[config.mk]
export PLATFORM = sky130hd
export DESIGN_NAME = ps2_host_tx
export DESIGN_NICKNAME = d
export VERILOG_FILES = /design/src/rtl/ps2_host_tx.sv
export SDC_FILE = /design/constraint.sdc
export NUM_CORES = 1
export LEC_CHECK = 0
export BUFFER_PORTS_ARGS = -buffer_cell sky130_fd_sc_hd__buf_4
export CORE_MARGIN = 4
export CORE_UTILIZATION = 46
export DETAILED_ROUTE_END_ITERATION = 12
export GPL_ROUTABILITY_DRIVEN = 0
export GPL_TIMING_DRIVEN = 1
export PLACE_DENSITY = 0.72
export SKIP_CTS_REPAIR_TIMING = 1
export SYNTH_ARGS = -nofsm -noshare
export SYNTH_HDL_FRONTEND = slang
export SYNTH_SLANG_ARGS = --single-unit
[constraint.sdc]
create_clock -name clock -period 2.04 [get_ports clock]
set_input_delay 0.102 -clock clock [delete_from_list [all_inputs] [get_ports clock]]
set_output_delay 0.102 -clock clock [all_outputs]
set_load 0.1 [all_outputs]
[src/rtl/ps2_host_tx.sv]
// PS/2 host-to-device command transmitter: inhibit, request-to-send, shift out
// data/parity/stop on device clock falling edges, then check the device ACK.
`timescale 1ns/1ps
module ps2_host_tx #(
    parameter int INHIBIT_CYCLES = 3000,
    parameter int TIMEOUT_CYCLES = 500000
) (
    input  logic       clock,
    input  logic       reset,
    input  logic       start,
    input  logic [7:0] data_in,
    output logic       busy,
    output logic       done,
    output logic       error,
    input  logic       ps_clock,
    input  logic       ps_data,
    output logic       ps_clock_oe,
    output logic       ps_data_oe
);

    localparam int INH_W = $clog2(INHIBIT_CYCLES + 1);
    localparam int WD_W  = $clog2(TIMEOUT_CYCLES + 1);
    localparam logic [INH_W-1:0] INH_LAST = INH_W'(INHIBIT_CYCLES - 1);
    localparam logic [WD_W-1:0]  WD_LAST  = WD_W'(TIMEOUT_CYCLES - 1);

    typedef enum logic [2:0] {
        S_IDLE, S_INHIBIT, S_RELEASE, S_SEND, S_ACK, S_FINISH
    } state_t;

    state_t           state_q;
    logic [9:0]       shift_q;
    logic [INH_W-1:0] inh_cnt_q;
    logic [3:0]       bit_cnt_q;
    logic [WD_W-1:0]  wd_q;
    logic             nack_q;
    logic             busy_q, done_q, error_q, clk_oe_q, data_oe_q;
    logic [1:0]       clk_sync_q, data_sync_q;
    logic             clk_prev_q;

    logic fall_edge;
    logic wd_active;
    logic timeout;

    // Synchronizers idle high so reset never fakes a falling edge.
    always_ff @(posedge clock or posedge reset) begin
        if (reset) begin
            clk_sync_q  <= 2'b11;
            data_sync_q <= 2'b11;
            clk_prev_q  <= 1'b1;
        end else begin
            clk_sync_q  <= {clk_sync_q[0], ps_clock};
            data_sync_q <= {data_sync_q[0], ps_data};
            clk_prev_q  <= clk_sync_q[1];
        end
    end

    assign fall_edge = clk_prev_q & ~clk_sync_q[1];
    assign wd_active = (state_q == S_SEND) || (state_q == S_ACK) || (state_q == S_FINISH);
    assign timeout   = wd_active && !fall_edge && (wd_q == WD_LAST);

    always_ff @(posedge clock or posedge reset) begin
        if (reset) begin
            state_q   <= S_IDLE;
            shift_q   <= '0;
            inh_cnt_q <= '0;
            bit_cnt_q <= '0;
            wd_q      <= '0;
            nack_q    <= 1'b0;
            busy_q    <= 1'b0;
            done_q    <= 1'b0;
            error_q   <= 1'b0;
            clk_oe_q  <= 1'b0;
            data_oe_q <= 1'b0;
        end else begin
            done_q  <= 1'b0;
            error_q <= 1'b0;
            if (wd_active) begin
                if (fall_edge)
                    wd_q <= '0;
                else
                    wd_q <= wd_q + 1'b1;
            end
            if (timeout) begin
                clk_oe_q  <= 1'b0;
                data_oe_q <= 1'b0;
                error_q   <= 1'b1;
                busy_q    <= 1'b0;
                state_q   <= S_IDLE;
            end else begin
                case (state_q)
                    S_IDLE: begin
                        if (start) begin
                            shift_q   <= {1'b1, ~^data_in, data_in};
                            inh_cnt_q <= '0;
                            clk_oe_q  <= 1'b1;
                            busy_q    <= 1'b1;
                            state_q   <= S_INHIBIT;
                        end
                    end
                    S_INHIBIT: begin
                        inh_cnt_q <= inh_cnt_q + 1'b1;
                        if (inh_cnt_q == INH_LAST) begin
                            data_oe_q <= 1'b1;
                            state_q   <= S_RELEASE;
                        end
                    end
                    S_RELEASE: begin
                        clk_oe_q  <= 1'b0;
                        bit_cnt_q <= '0;
                        wd_q      <= '0;
                        state_q   <= S_SEND;
                    end
                    S_SEND: begin
                        // Pin is open-drain: a 1 bit means release, a 0 bit means pull low.
                        if (fall_edge) begin
                            data_oe_q <= ~shift_q[0];
                            shift_q   <= {1'b0, shift_q[9:1]};
                            bit_cnt_q <= bit_cnt_q + 1'b1;
                            if (bit_cnt_q == 4'd9)
                                state_q <= S_ACK;
                        end
                    end
                    S_ACK: begin
                        if (fall_edge) begin
                            nack_q  <= data_sync_q[1];
                            state_q <= S_FINISH;
                        end
                    end
                    S_FINISH: begin
                        if (clk_sync_q[1]) begin
                            done_q  <= ~nack_q;
                            error_q <= nack_q;
                            busy_q  <= 1'b0;
                            state_q <= S_IDLE;
                        end
                    end
                    default: state_q <= S_IDLE;
                endcase
            end
        end
    end

    assign busy        = busy_q;
    assign done        = done_q;
    assign error       = error_q;
    assign ps_clock_oe = clk_oe_q;
    assign ps_data_oe  = data_oe_q;

endmodule
# == After elaboration in Yosys (flattened, before gate mapping) ==
# Cells that the tools add are included.
# classes
n_addsub,3
eq_ne,16
muxes,35
bitwise_logic,5
n_reduce_logical,21
# ops
op,n
$mux 19,4
$pmux 12 s2,1
$mux 3,7
$mux 10,2
$pmux 10 s2,1
$add 19x1->19 const B,1
$eq 19x19->1 const B,1
$pmux 3 s6,1
$ne 3x3->1 const B,5
$reduce_and 3->1,5
$mux 1,13
$add 12x1->12 const B,1
$eq 12x12->1 const B,1
$mux 12,1
$reduce_bool 3->1,3
$pmux 4 s2,1
$reduce_xnor 8->1,1
$eq 3x2->1 const B,2
$eq 3x3->1 const B,2
$pmux 1 s2,3
$reduce_and 6->1,1
$reduce_bool 2->1,3
$add 4x1->4 const B,1
$eq 4x4->1 const B,1
12 further kinds,18
# word_totals
reg_bits,59
in_bits,13
output_inout_bits,5
elab_cells,94

# == Logic depth before layout (Yosys ltp) ==
# depth
depth_word,7
mapped_depth,7
depth_no_buf,6

# == Least setup slack after synthesis ==
# No wires, ideal clock.
# synth_timing
kind,register -> register
from,register state_q[1]
to,register state_q[0]
arrival_time_ns,1.487
t_required_ns,1.898
slack_ns,0.411
path_stages_with_launch,8
n_path_buf,3
cell_sequence,dfrtp_1 -> buf_4 -> nand2b_1 -> clkbuf_1 -> a211oi_1 -> and4_1 -> buf_2 -> o21ai_1
# synth_between
elab_chain_cells,7
# synth_lines
item,line_no,text
from (decl),30,state_t state_q;
from (signal assigned),63,state_q <= S_IDLE;
from (signal assigned),88,state_q <= S_IDLE;
from (signal assigned),97,state_q <= S_INHIBIT;
$eq 3x2->1 / $eq 3x3->1 (equally long branches),"58, 90",
$logic_or 1x1->1 (2 in series),58,assign wd_active = (state_q == S_SEND) || (state_q == S_ACK) || (state_q == S_FINISH);
$logic_and 1x1->1 (2 in series),59,assign timeout = wd_active && !fall_edge && (wd_q == WD_LAST);
$ne 3x2->1 (no source line) / $ne 3x3->1 (equally long branches),-,
$reduce_and 6->1 (no source line),-,
# Parallel ways exist; a longest one is shown, timed or not.
# A chain may end at the register's enable or synchronous reset.

# == Worst setup path in the final report ==
# layout_timing
from,register state_q[1]
to,register shift_q[8]
# layout_between
elab_chain_cells,7
# layout_lines
item,line_no,text
$eq 3x2->1 / $eq 3x3->1 (equally long branches),"58, 90",
$logic_or 1x1->1 (2 in series),58,
$logic_and 1x1->1 (2 in series),59,
$not 1->1 (no source line),-,
$reduce_and 4->1 (no source line),-,
to (signal assigned),93,"shift_q <= {1'b1, ~^data_in, data_in};"
to (signal assigned),117,"shift_q <= {1'b0, shift_q[9:1]};"
to (decl),31,logic [9:0] shift_q;
# Parallel ways exist; a longest one is shown, timed or not.

==> run summary <==
Status = completed
Clk slew on worst S/H paths = 0.08 ns
Slack of the critical path = 0.227 ns
Syn Nets = 357
Post-route ant nets = 0
Final period utilization = 0.889
Largest stage delay on the critical path = 0.59 ns
Critical-path top delay cell = or4b_4
Area taken by multi-input logic gates = 0.00159 mm2
Worst Hold Class = input pin to register
Placed inst area = 0.00351 mm2
Antenna violations before repair = 0
# fillers = 614
GRT Overall Usage = 0.188
TNS Setup = 0 ns
Drt pass-1 iters = 4
Gate Count Post-Synth = 340
Vias in the first global route = 2559
Crit Path Category = register to register
Share of cells above drive strength 1 = 0.194
Seq/Total Area, Yosys = 0.465
Clock sink count = 59
Row cnt = 30
Reg area = 0.00148 mm2
Worst rel slew slack = 0.606
CTS H-tree depth = 3
Peak supply drop = 0.378 mV
First-pass GRT wire length = 12500 um
Clock Latency Late Sink = 0.35 ns
Final setup fails = 0
Worst-path cell chain = buf_4 > or4b_4 > o21ai_4 > nand3_1 > o221ai_1
Nets@finish = 393
CORE AREA = 0.00676 mm2
Max Cap Violations = 0
Slew at the pin closest to its max-slew limit = 0.590 ns
FMAX = 552 MHz
Initial Util = 0.471
Die Y = 91.2 um
DR vias = 2701
Vias per cell = 5.86
Power per Cell Area = 637 mW/mm2
Max Fanout on Critical Path = 18
Max Root-Sink Buffers = 2
GR Overflow Total = 0
Layout area overhead = 17.3%
Drc violations = 0
Place WS = 0.235 ns
Clock Tree Root = clkbuf_8
TritonCTS clock tree = done
Final hold viol count = 0
Clock skew = 0.0121 ns
Synthesized area = 0.00319 mm2
Die Wd = 91.2 um
Crit. End Element = register
DP HPWL = 5190 um
Synth warnings = 0
# IOs = 18
Crit path time final = 1.81 ns
Pin count of the biggest net entering global routing = 33
Synth async-reset ratio = 1.00
RSZ-0062 raised after global routing = no
LEAKAGE = 1.60 nW
Library cells used by synthesis = 59
Worst Path Arrival = 2.08 ns
Final WL = 7100 um
Wire per inst = 15.4 um
Count of buffers from port buffering = 17
CTS Buf Count = 9
Synth Register Bits = 59
Antenna diode count = 0
Total power = 2.38 mW
Crit path required time = 2.30 ns
Syn_area_per_cell = 9.37 um2
Finished Cell Area = 0.00374 mm2
Initial DRC count = 193
Final Max Slew Viols = 0
Number of flops mapped to enable cells by yosys = 0
Main synth FF type = dfrtp_1
Startpoint Class = register
Die area = 0.00832 mm2
-- cell type report --
| class | count | share of cell area |
|---|---|---|
| clock buffer | 9 | 0.0331 |
| clock inverter | 7 | 0.0204 |
| multi-input combinational | 256 | 0.424 |
| sequential | 59 | 0.397 |
| inverter | 7 | 0.00703 |
| tap | 80 | 0.0268 |
| timing repair buffer | 43 | 0.0917 |
-- path summary, 6_finish.rpt --
| check | start | to | slack (ns) | cells after the start |
|---|---|---|---|---|
| setup / recovery | state_q[1] | shift_q[8] | 0.23 | 5 |
| hold / removal | data_in[6] | shift_q[6] | 0.02 | 3 |
| min in group asynchronous | reset | shift_q[9] | 0.37 | 3 |
| max in group asynchronous | reset | clk_sync_q[1] | 1.02 | 4 |
| setup reg to reg | state_q[1] | shift_q[8] | 0.23 | 5 |
| hold reg to reg | clk_sync_q[0] | clk_sync_q[1] | 0.36 | 0 |
-- report_power, final --
| part | switching [mW] | internal, mW |
|---|---|---|
| Sequential | 0.00621 | 1.18 |
| Clock | 0.514 | 0.571 |
| Combinational | 0.0595 | 0.0487 |
-- sequential cells by signal, summed over array words and instances (netlist names) --
signal	count
wd_q	19
inh_cnt_q	12
shift_q	10
bit_cnt_q	4
state_q	3
clk_sync_q	2
data_sync_q	2
busy	1
clk_prev_q	1
done	1
error	1
nack_q	1
ps_clock_oe	1
ps_data_oe	1
-- Yosys cell counts (all sizes together), types with 8 or more instances --
cell type  number  share of area
a21oi          24          0.038
a31oi           8          0.016
buf            11          0.020
dfrtp          54           0.42
nand2          35          0.041
nand3          18          0.028
nor2           28          0.034
o21ai          28          0.048
or3             9          0.018
xnor2           8          0.022
-- per-stage QoR --
stage / util / instances / hold WS [ns]
3_5_place_dp: 0.519 / 442 / 0.211
2_1_floorplan: - / 340 / 0.106
4_1_cts: 0.549 / 458 / -0.176
3_3_place_gp: 0.519 / 442 / 0.211
5_1_grt: 0.553 / 461 / 0.0126
6_report: 0.553 / 461 / 0.0202
-- critical path, delay by kind of cell (launching register included) --
kind | cells | cell delay, ns
AO/OA/AOI/OAI | 2 | 0.30
buffers and inverters | 1 | 0.22
flip-flops | 1 | 0.48
AND/OR/NAND/NOR | 2 | 0.73
-- placed cells by master (no fill, tap or decap), drive strengths merged, types with 2 or more instances in the layout --
cell	count
buf	40
dlygate4sd3	3
o21ai	28
nor3	5
nand3	18
xor2	4
clkinvlp	2
nor2b	3
clkbuf	9
dfstp	5
ha	4
nor4	4
and2	2
and3b	2
a22o	7
o31ai	6
a21oi	24
xnor2	8
and4	7
nand4	6
nand4b	2
dfrtp	54
clkinv	2
or4	5
o211ai	3
o221ai	2
nor2	28
a31oi	8
and3	2
a211oi	3
inv	9
nand2	35
nand2b	7
mux2	4
or4b	2
or3	9
-- metal layers --
metal | GRT usage | routed length [um] | vias up
met5 | 0 | 0 | -
li1 | - | - | 1332
met2 | 0.277 | 3280 | 56
met1 | 0.259 | 3400 | 1304
met3 | 0.0555 | 336 | 9
met4 | 0.0754 | 85 | 0
-- kinds of logic (layout without fill, tap and decap cells) --
logic type | Yosys count | count (layout) | share of synthesized area
AO/OA/AOI/OAI | 93 | 93 | 0.187
XOR/XNOR | 12 | 12 | 0.0330
adder cells (fa/ha/maj) | 4 | 4 | 0.0157
buffers and inverters | 25 | 66 | 0.0369
flip-flops | 59 | 59 | 0.465
multiplexers | 4 | 4 | 0.0141
AND/OR/NAND/NOR | 143 | 143 | 0.248
Note: power is estimated with default switching activity, not from simulation.
